--- src/rtl/uart_pkg.sv ---
// Shared UART receiver definitions: FSM state encoding and default frame geometry.
package uart_pkg;

  localparam int DEF_DATA_BITS  = 8;
  localparam int DEF_OVERSAMPLE = 16;

  localparam logic [1:0] ST_IDLE  = 2'd0;
  localparam logic [1:0] ST_START = 2'd1;
  localparam logic [1:0] ST_DATA  = 2'd2;
  localparam logic [1:0] ST_STOP  = 2'd3;

  typedef enum logic [1:0] {
    IDLE  = ST_IDLE,
    START = ST_START,
    DATA  = ST_DATA,
    STOP  = ST_STOP
  } rx_state_t;

endpackage

--- src/rtl/uart_rx_sync.sv ---
// Two-flop synchronizer for the asynchronous rx line; 2-clock latency, resets to idle-high.
module uart_rx_sync (
  input  logic clock,
  input  logic reset,
  input  logic rx,
  output logic rx_s
);

  logic meta;

  always_ff @(posedge clock) begin
    if (reset) begin
      meta <= 1'b1;
      rx_s <= 1'b1;
    end else begin
      meta <= rx;
      rx_s <= meta;
    end
  end

endmodule

--- src/rtl/uart_rx_ctrl.sv ---
// Oversampling UART receiver with a one-deep holding register; result valid 1 clock after stop sample.
// A frame completing while the holding register is full and not being drained is dropped (overrun).
module uart_rx_ctrl
  import uart_pkg::*;
#(
  parameter int DATA_BITS  = DEF_DATA_BITS,
  parameter int OVERSAMPLE = DEF_OVERSAMPLE
) (
  input  logic                 clock,
  input  logic                 reset,
  input  logic                 baud_tick,
  input  logic                 rx,
  output logic [DATA_BITS-1:0] rx_data,
  output logic                 rx_valid,
  input  logic                 rx_ready,
  output logic                 frame_err,
  output logic                 overrun_err,
  output logic                 busy
);

  localparam int TW = $clog2(OVERSAMPLE);
  localparam int BW = $clog2(DATA_BITS);
  localparam logic [TW-1:0] HALF_TICK = TW'(OVERSAMPLE / 2 - 1);
  localparam logic [TW-1:0] FULL_TICK = TW'(OVERSAMPLE - 1);
  localparam logic [BW-1:0] LAST_BIT  = BW'(DATA_BITS - 1);

  logic rx_s;

  uart_rx_sync u_sync (
    .clock (clock),
    .reset (reset),
    .rx    (rx),
    .rx_s  (rx_s)
  );

  rx_state_t            state, state_n;
  logic [TW-1:0]        tick_cnt, tick_n;
  logic [BW-1:0]        bit_cnt, bit_n;
  logic [DATA_BITS-1:0] shift_q, shift_n;
  logic [DATA_BITS-1:0] data_n;
  logic                 valid_n, ferr_n, ovr_n;

  always_ff @(posedge clock) begin
    if (reset) begin
      state       <= IDLE;
      tick_cnt    <= '0;
      bit_cnt     <= '0;
      shift_q     <= '0;
      rx_data     <= '0;
      rx_valid    <= 1'b0;
      frame_err   <= 1'b0;
      overrun_err <= 1'b0;
    end else begin
      state       <= state_n;
      tick_cnt    <= tick_n;
      bit_cnt     <= bit_n;
      shift_q     <= shift_n;
      rx_data     <= data_n;
      rx_valid    <= valid_n;
      frame_err   <= ferr_n;
      overrun_err <= ovr_n;
    end
  end

  always_comb begin
    state_n = state;
    tick_n  = tick_cnt;
    bit_n   = bit_cnt;
    shift_n = shift_q;
    data_n  = rx_data;
    valid_n = rx_valid;
    ferr_n  = 1'b0;
    ovr_n   = 1'b0;

    if (rx_valid && rx_ready) valid_n = 1'b0;

    if (baud_tick) begin
      case (state)
        IDLE: begin
          if (!rx_s) begin
            state_n = START;
            tick_n  = '0;
          end
        end
        START: begin
          // Mid-start-bit recheck filters line glitches shorter than half a bit.
          if (tick_cnt == HALF_TICK) begin
            if (rx_s) begin
              state_n = IDLE;
            end else begin
              state_n = DATA;
              tick_n  = '0;
              bit_n   = '0;
            end
          end else begin
            tick_n = tick_cnt + 1'b1;
          end
        end
        DATA: begin
          if (tick_cnt == FULL_TICK) begin
            shift_n = {rx_s, shift_q[DATA_BITS-1:1]};
            tick_n  = '0;
            bit_n   = bit_cnt + 1'b1;
            if (bit_cnt == LAST_BIT) begin
              state_n = STOP;
              bit_n   = '0;
            end
          end else begin
            tick_n = tick_cnt + 1'b1;
          end
        end
        STOP: begin
          if (tick_cnt == FULL_TICK) begin
            state_n = IDLE;
            tick_n  = '0;
            // A framing error discards the payload before overrun is even considered.
            if (!rx_s) begin
              ferr_n = 1'b1;
            end else if (rx_valid && !rx_ready) begin
              ovr_n = 1'b1;
            end else begin
              data_n  = shift_q;
              valid_n = 1'b1;
            end
          end else begin
            tick_n = tick_cnt + 1'b1;
          end
        end
        default: state_n = IDLE;
      endcase
    end
  end

  assign busy = (state != IDLE);

endmodule

--- config.mk ---
export PLATFORM = sky130hd
export DESIGN_NAME = uart_rx_ctrl
export DESIGN_NICKNAME = d
export VERILOG_FILES = /design/src/rtl/uart_pkg.sv /design/src/rtl/uart_rx_sync.sv /design/src/rtl/uart_rx_ctrl.sv
export SDC_FILE = /design/constraint.sdc
export NUM_CORES = 1
export LEC_CHECK = 0
export BUFFER_PORTS_ARGS = -buffer_cell sky130_fd_sc_hd__buf_2
export CAP_MARGIN = 40
export CORE_UTILIZATION = 55
export CTS_CLUSTER_DIAMETER = 60
export CTS_CLUSTER_SIZE = 28
export DETAILED_ROUTE_END_ITERATION = 8
export GPL_TIMING_DRIVEN = 1
export HOLD_SLACK_MARGIN = 0.15
export PLACE_DENSITY = 0.76
export SYNTH_ARGS = -nofsm -noshare
export SYNTH_HDL_FRONTEND = slang
export SYNTH_HIERARCHICAL = 1
export SYNTH_SLANG_ARGS = --single-unit
--- constraint.sdc ---
create_clock -name clock -period 1.75 [get_ports clock]
set_input_delay 0.35 -clock clock [delete_from_list [all_inputs] [get_ports clock]]
set_output_delay 0.35 -clock clock [all_outputs]
set_load 0.1 [all_outputs]
-- Word-level counts from Yosys, hierarchy flattened
Cells that the tools add are included.
- eq/ne operators: 12
- reductions and logical operators: 13
- add/subtract/negate cells: 2
- mux-type cells: 24
- bitwise operators: 5
- operators with widths (cell ; count):
    two-way mux 2 bit ; 6
    two-way mux 3 bit ; 4
    two-way mux 4 bit ; 3
    != test 2 bit, second input constant ; 6
    case mux 4 bit (3 select lines) ; 1
    AND reduction 5 bit ; 2
    two-way mux 1 bit ; 8
    case mux 2 bit (4 select lines) ; 1
    case mux 3 bit (2 select lines) ; 1
    AND reduction 6 bit ; 1
    inverter 1 bit ; 5
    OR reduction 5 bit ; 1
    adder 4 x 1 -> 4 bit, second input constant ; 1
    == test 2 bit, second input constant ; 2
    == test 4 x 3 -> 1 bit, second input constant ; 1
    == test 4 bit, second input constant ; 1
    nonzero test 2 bit ; 2
    OR reduction 4 bit ; 1
    adder 3 x 1 -> 3 bit, second input constant ; 1
    == test 3 bit, second input constant ; 1
    AND reduction 3 bit ; 1
    == test 2 x 1 -> 1 bit, second input constant ; 1
    logical AND 1 bit ; 2
    logical NOT 2 bit ; 1
    other kinds (2) ; 2
- bits of input ports: 5
- logic and storage cells: 66
- output and inout bits: 12
- register bits after elaboration: 30

-- Longest topological paths before layout
Gate-level depths: netlist of the first run.
- depth in word-level cells: 7
- depth in mapped cells: 6
- mapped depth without buffers: 5

-- Modules after synthesis
The synthesis of the first run kept the hierarchy.
- by module, submodules not included (module ; area each (um^2) ; times used ; sequential area each (um^2) ; cells an instance):
    uart_rx_ctrl ; 1255.0 ; 1 ; 560.5 ; 131
    uart_rx_sync ; 52.6 ; 1 ; 40.0 ; 4

-- Worst setup path after synthesis of the first run
Ideal clock, no wire load.
- path type: reg2reg
- start: reg rx_valid
- end: reg rx_data[0]
- arrival time: 1.611 ns
- path buffers: 1
- data required time: 1.622 ns
- slack: 0.012 ns
- stages on the path, launching flop included: 6
- library setup time: 0.128 ns
- period minus slack after synthesis: 1.738 ns
- cell sequence: dfxtp_1 > nand2b_1 > nor3b_2 > buf_6 > mux2i_1 > nor2_1
- longest elaborated chain between the ends: 3
- ends and longest elaborated chain (item ; line ; source):
    start, declared ; uart_rx_ctrl.sv:14 ; output logic rx_valid,
    start signal, assigned ; uart_rx_ctrl.sv:59 ; rx_valid <= valid_n;
    logical AND 1 bit ; uart_rx_ctrl.sv:119 ; end else if (rx_valid && !rx_ready) begin
    inverter 1 bit (no source line) ; -- ;
    AND reduction 5 bit (no source line) ; -- ;
    end signal, assigned ; uart_rx_ctrl.sv:58 ; rx_data <= data_n;
    end, declared ; uart_rx_ctrl.sv:13 ; output logic [DATA_BITS-1:0] rx_data,
No other way between the ends.
A chain may end at the register's enable or synchronous reset.

-- Worst setup path in the final report of the first run
- start: reg state[0]
- end: out busy
- longest elaborated chain between the ends: 1
- ends and longest elaborated chain (item ; line ; source):
    start, declared ; uart_rx_ctrl.sv:36 ; rx_state_t state, state_n;
    start signal, assigned ; uart_rx_ctrl.sv:54 ; state <= state_n;
    nonzero test 2 bit ; uart_rx_ctrl.sv:134 ; assign busy = (state != IDLE);
    end, declared ; uart_rx_ctrl.sv:18 ; output logic busy
No other way between the ends.

==> flow_metrics.py, run 1 <==
metrics = {
    "yosys": {
        "synth_cell_types": 37,
        "yosysMostFrequentCell": "dfxtp_1",
        "synthCells": 135,
        "synth-async-reset-ratio_pct": 0,
        "synth_area_per_cell_um2": 9.685,
        "yosysWarnings": 6,
        "syn_area_um2": 1308,
        "synth_edf_count": 0,
        "seq_area_frac_synth_pct": 45.93,
        "netlist_top_cells_area": "dfxtp_1 46%, mux2i_1 14%, nor2_1 6.0%",
        "synth_top_cell_area_share_pct": 45.93,
        "synth_seq_cells": 30,
        "syn-num-nets": 143,
        "ys.flop_type": "dfxtp_1",
        "synth_area_leader_cell": "dfxtp_1",
        "synth_common_cells": "30 x dfxtp_1, 21 x nor2_1, 18 x mux2i_1",
    },
    "worst_setup_path": {
        "rr_worst_depth": 6,
        "critPathCaptureType": "output pin",
        "path_class": "flip-flop to output pin",
        "regToRegEndpoint": "rx_data[3]",
        "crit_fanout": 12,
        "worst-endpoint-arrival_ns": 1.28,
        "required_ns": 1.40,
        "cp-start-kind": "flip-flop",
        "reg2reg_setup_slack_ns": 0.18,
        "rr_startpoint": "tick_cnt[0]",
    },
    "hold_path": {
        "hold_path_depth": 2,
        "hold_path_class": "input port to flip-flop",
        "hp-start": "rx",
        "min_to": "u_sync/meta",
    },
    "power_and_ir_drop": {
        "power_density_nw_per_um2": 749.1,
        "peakVddDrop_uv": 466.2,
        "fin_total_pwr_mw": 1.104,
        "p_leak_nw": 0.5678,
    },
    "finish": {
        "diodes": 0,
        "area_growth_pct": 12.73,
        "fin_nets": 161,
        "drive_gt1_share_pct": 23.53,
    },
    "routing": {
        "routedWlPerCell_um": 12.77,
        "drt_wl_total_um": 2312,
        "dr.pass1.iters": 4,
        "drt_iter0_drc": 9,
        "vias_per_cell": 5.481,
        "ant_nets": 0,
        "vias": 992,
        "drc": 0,
    },
    "clock_tree": {
        "root_buffer": "clkbuf_4",
        "numCtsBuffers": 5,
        "clock_path_buffers": 2,
        "clk_pin_slew_ns": 0.09,
        "cts_tree": "built",
        "cts.sinks": 30,
        "postCtsSetupBuffers": 0,
        "clk_latency_ns": 0.33,
        "ctsResizeCount": 0,
        "cts_htree_levels": 2,
        "hold_buffers": 0,
    },
    "sta": {
        "drv_slew": 0,
        "worst_slew_margin_rel_pct": 67.78,
        "tightest_slew_ns": 0.4866,
        "setup_violations": 0,
        "finalHoldViolations": 0,
        "clock-skew-final_ns": 0.01006,
        "fmax_mhz": 614.1,
        "period_minus_slack_ns": 1.628,
        "finalCritPeriodShare_pct": 93.06,
        "setup_tns_ns": 0,
        "rsz0062_at_grt": "no",
        "finalWorstSetupSlack_ns": 0.1215,
    },
    "placement": {
        "hpwlAfterDp_um": 1614,
        "pre_cts_ws_ns": 0.1341,
        "gp_congestion": 0.7674,
        "portBuffers": 16,
    },
    "global_routing": {
        "antenna_found_initial": 0,
        "grt_pass1_wl_um": 3905,
        "grt_pass1_vias": 905,
        "track_usage_pct": 21.56,
        "grt_max_degree": 23,
        "grt-ovfl-total": 0,
    },
    "floorplan": {
        "die_x_um": 50.76,
        "rows": 17,
        "die_area_um2": 2576,
        "die_height_um": 50.76,
        "io-pin-count": 17,
        "core-area_um2": 2233,
        "start_util_pct": 58.54,
    },
    "job": {
        "maxCapViolCount": 0,
    },
    "status": {
        "status": "complete, no violations",
    },
}
-- flip-flops by register name, summed over array words and instances, names as in the netlist, named ones only --
register     count
u_sync/rx_s      1
tick_cnt         4
state            1
bit_cnt          3
u_sync/meta      1
overrun_err      1
shift_q          8
rx_valid         1
rx_data          8
frame_err        1
-- worst max-delay path, stage by stage (launching register included) --
cell and delay, ns:
dfxtp_2 0.39, nor2_1 0.24, inv_1 0.13, buf_12 0.18
-- cell usage in the layout, fill, tap and decap left out, types with 2 or more instances in the layout --
| master | count |
|---|---|
| dfxtp_2 | 2 |
| and3b_2 | 2 |
| nand3_1 | 3 |
| inv_1 | 3 |
| o21ai_0 | 6 |
| clkbuf_4 | 5 |
| or2_1 | 2 |
| nor4b_1 | 2 |
| buf_4 | 3 |
| nand2b_1 | 5 |
| mux2i_1 | 18 |
| buf_12 | 2 |
| buf_2 | 15 |
| clkinv_2 | 2 |
| nor2_1 | 21 |
| dfxtp_1 | 28 |
| ha_1 | 2 |
| a21oi_1 | 3 |
| nand3b_1 | 4 |
| nand2_1 | 5 |
-- metrics by stage --
stage / utilization (%) / instance area [um2] / hold WS, ns / instances
after global placement: 63.64 / 1421 / 0.3962 / 174
after floorplan: - / 1308 / 0.3854 / 135
final: 65.99 / 1474 / 0.1870 / 181
after detailed placement: 63.64 / 1421 / 0.4001 / 174
after CTS: 65.77 / 1469 / 0.1702 / 181
after global routing: 65.99 / 1474 / 0.1922 / 181
-- cell families (layout without fill, tap and decap cells) --
| logic type | count (synthesis) | count (layout) | synth area share (%) |
|---|---|---|---|
| simple gates | 54 | 54 | 22.49 |
| flops | 30 | 30 | 45.93 |
| mux | 18 | 18 | 13.78 |
| compound gates | 17 | 17 | 8.899 |
| buf+inv | 12 | 30 | 5.358 |
| fa+ha+maj | 3 | 3 | 2.871 |
| xor+xnor | 1 | 1 | 0.6700 |
-- layout make-up --
class | instances | area [um2]
sequential | 30 | 603.1
multi-input combinational | 93 | 639.4
clock inverter | 2 | 10.01
inverter | 3 | 11.26
clock buffer | 5 | 37.54
tap | 28 | 35.03
fill | 190 | 759.5
timing repair buffer | 20 | 137.6
-- where the power goes --
| group | internal, mW | switching (mW) | total, mW | leakage [nW] |
|---|---|---|---|---|
| combinational | 0.0143 | 0.0256 | 0.0399 | 0.294 |
| sequential | 0.685 | 0.00366 | 0.689 | 0.243 |
| clock | 0.144 | 0.231 | 0.375 | 0.0308 |
-- layer usage --
metal | up-vias | share of wire (%) | track usage, %
met1 | 468 | 48 | 24.16
li1 | 504 | - | -
met2 | 13 | 46 | 34.00
met5 | - | 0 | 0
met3 | 7 | 2.9 | 6.364
met4 | 0 | 2.9 | 16.67
-- worst max-delay path by stage --
stage | slack, ns | cells past startpoint | end | start
finish | 0.12 | 3 | busy | state[0]
global placement | 0.20 | 6 | rx_data[6] | tick_cnt[0]
CTS | 0.03 | 3 | busy | state[0]
floorplan | 0.01 | 5 | rx_data[0] | rx_valid
global route | 0.04 | 3 | busy | state[0]
detailed placement | 0.13 | 6 | rx_data[1] | tick_cnt[0]
Power figures use the tool's default switching activity.
==> run 2, diff against run 1 <==
- RECOVER_POWER: default -> 50
==> run 2 against run 1 <==
Effect of this change: die area is the same; clock skew is 0.00057 ns lower; clock-buffer cell count stayed put; global-route usage did not move.
==> flow_metrics.py, run 2 (synthesized netlist as in run 1, its figures left out) <==
metrics = {
    "status": {
        "status": "complete, no violations",
    },
    "global_routing": {
        "busiest_layer": "met2",
        "antenna_found_initial": 0,
        "grt_pass1_vias": 905,
        "track_usage_pct": 21.56,
        "grt_use_met1_pct": 24.16,
        "grt_max_degree": 23,
        "grt_use_met2_pct": 34.00,
        "grt-ovfl-total": 0,
        "grtUsageMet3_pct": 6.364,
        "grt_pass1_wl_um": 3905,
    },
    "power_and_ir_drop": {
        "p_leak_nw": 0.5547,
        "peakVddDrop_uv": 461.6,
        "fin_total_pwr_mw": 1.103,
        "power_density_nw_per_um2": 749.0,
    },
    "worst_setup_path": {
        "cp-start-kind": "flip-flop",
        "crit_buf_inv": 2,
        "worst-endpoint-arrival_ns": 1.28,
        "critPathCaptureType": "output pin",
        "crit_end": "busy",
        "reg2reg_setup_slack_ns": 0.18,
        "required_ns": 1.40,
        "rr_worst_depth": 6,
        "path_class": "flip-flop to output pin",
        "cp_top_family": "flip-flops",
        "path_depth": 3,
        "crit_fanout": 12,
        "crit_path_max_incr_delay_ns": 0.39,
        "slowest_stage": "dfxtp_2",
        "cp_cell_sequence": "nor2_1, inv_1, buf_12",
        "regToRegEndpoint": "rx_data[3]",
        "critPathLaunch": "state[0]",
        "rr_startpoint": "tick_cnt[0]",
    },
    "clock_tree": {
        "root_buffer": "clkbuf_4",
        "hold_buffers": 0,
        "clk_latency_ns": 0.33,
        "clk_pin_slew_ns": 0.09,
        "cts.sinks": 30,
        "cts_tree": "built",
        "postCtsSetupBuffers": 0,
        "cts_htree_levels": 2,
        "clock_path_buffers": 2,
        "ctsResizeCount": 0,
        "numCtsBuffers": 5,
    },
    "sta": {
        "clock-skew-final_ns": 0.009482,
        "rsz0062_at_grt": "no",
        "tightest_slew_ns": 0.5413,
        "fmax_mhz": 614.7,
        "worst_slew_margin_rel_pct": 64.07,
        "drv_slew": 0,
        "finalHoldViolations": 0,
        "setup_violations": 0,
        "setup_tns_ns": 0,
        "finalCritPeriodShare_pct": 92.96,
        "period_minus_slack_ns": 1.627,
        "holdWs_ns": 0.1881,
    },
    "finish": {
        "area_growth_pct": 12.63,
        "drive_gt1_share_pct": 22.88,
        "final_cells": 181,
        "multiInputGateArea_um2": 639.4,
        "final_cell_mix": "28 x dfxtp_1, 21 x nor2_1, 18 x mux2i_1",
        "fin_nets": 161,
        "final_common_cell": "dfxtp_1",
        "reg_top3": "rx_data: 8 flops, shift_q: 8 flops, tick_cnt: 4 flops",
        "regArea_um2": 603.1,
        "diodes": 0,
        "fillerInstances": 188,
    },
    "placement": {
        "hpwlAfterDp_um": 1614,
        "dp_cells": 174,
        "gp_congestion": 0.7674,
        "portBuffers": 16,
    },
    "routing": {
        "dr.pass1.iters": 4,
        "vias": 990,
        "drc": 0,
        "ant_nets": 0,
        "vias_per_cell": 5.470,
        "routedWlPerCell_um": 12.72,
        "drt_iter0_drc": 18,
        "drt_wl_total_um": 2303,
    },
    "hold_path": {
        "hold_path_class": "input port to flip-flop",
        "hp-start": "rx",
    },
    "floorplan": {
        "die_area_um2": 2576,
        "io-pin-count": 17,
        "die_height_um": 50.76,
        "die_x_um": 50.76,
        "start_util_pct": 58.54,
        "core-area_um2": 2233,
        "rows": 17,
    },
    "job": {
        "maxCapViolCount": 0,
    },
}
==> run 2: cell types whose count changed in the layout (fill, tap and decap cells not counted) <==
cell      delta
clkbuf_4     +1
buf_4        -1
buf_2       -12
clkbuf_1     +1
clkbuf_2    +11
==> run 2: worst min-delay path by stage <==
| stage | end | slack, ns | depth (start not counted) |
|---|---|---|---|
| floorplan | u_sync/rx_s | 0.39 | 1 |
| global placement | u_sync/rx_s | 0.40 | 1 |
| detailed placement | u_sync/rx_s | 0.40 | 1 |
| CTS | u_sync/meta | 0.17 | 2 |
| global route | u_sync/meta | 0.19 | 2 |
| finish | u_sync/meta | 0.19 | 2 |
==> run 2: layout make-up <==
cell class | count | area share (%)
clock buffer | 5 | 2.549
sequential | 30 | 40.95
inverter | 3 | 0.7647
tap | 28 | 2.379
multi-input combinational | 93 | 43.42
clock inverter | 2 | 0.6797
timing repair buffer | 20 | 9.261
==> run 2: report_power, final <==
part	switching, mW	internal, mW
registers	0.00369	0.685
logic	0.0255	0.0139
clock network	0.231	0.144
==> run 2: worst register-to-register path: stages, from the launching register on <==
cell and delay, ns:
dfxtp_1 0.38, ha_2 0.25, nand4_1 0.14, nor3b_2 0.20
buf_4 0.21, mux2i_1 0.22, nor2_1 0.05
==> run 2: per-stage QoR <==
| stage | setup WS (ns) | util (%) | area [um2] |
|---|---|---|---|
| 2_1_floorplan | 0.01169 | - | 1308 |
| 3_3_place_gp | 0.2001 | 63.64 | 1421 |
| 3_5_place_dp | 0.1341 | 63.64 | 1421 |
| 4_1_cts | 0.03467 | 65.77 | 1469 |
| 5_1_grt | 0.03973 | 65.94 | 1473 |
| 6_report | 0.1232 | 65.94 | 1473 |
==> run 2: routing by layer <==
metal,up-vias,share of wire (%)
met5,-,0
met3,7,3.0
met2,13,47
li1,506,-
met4,0,2.9
met1,464,47
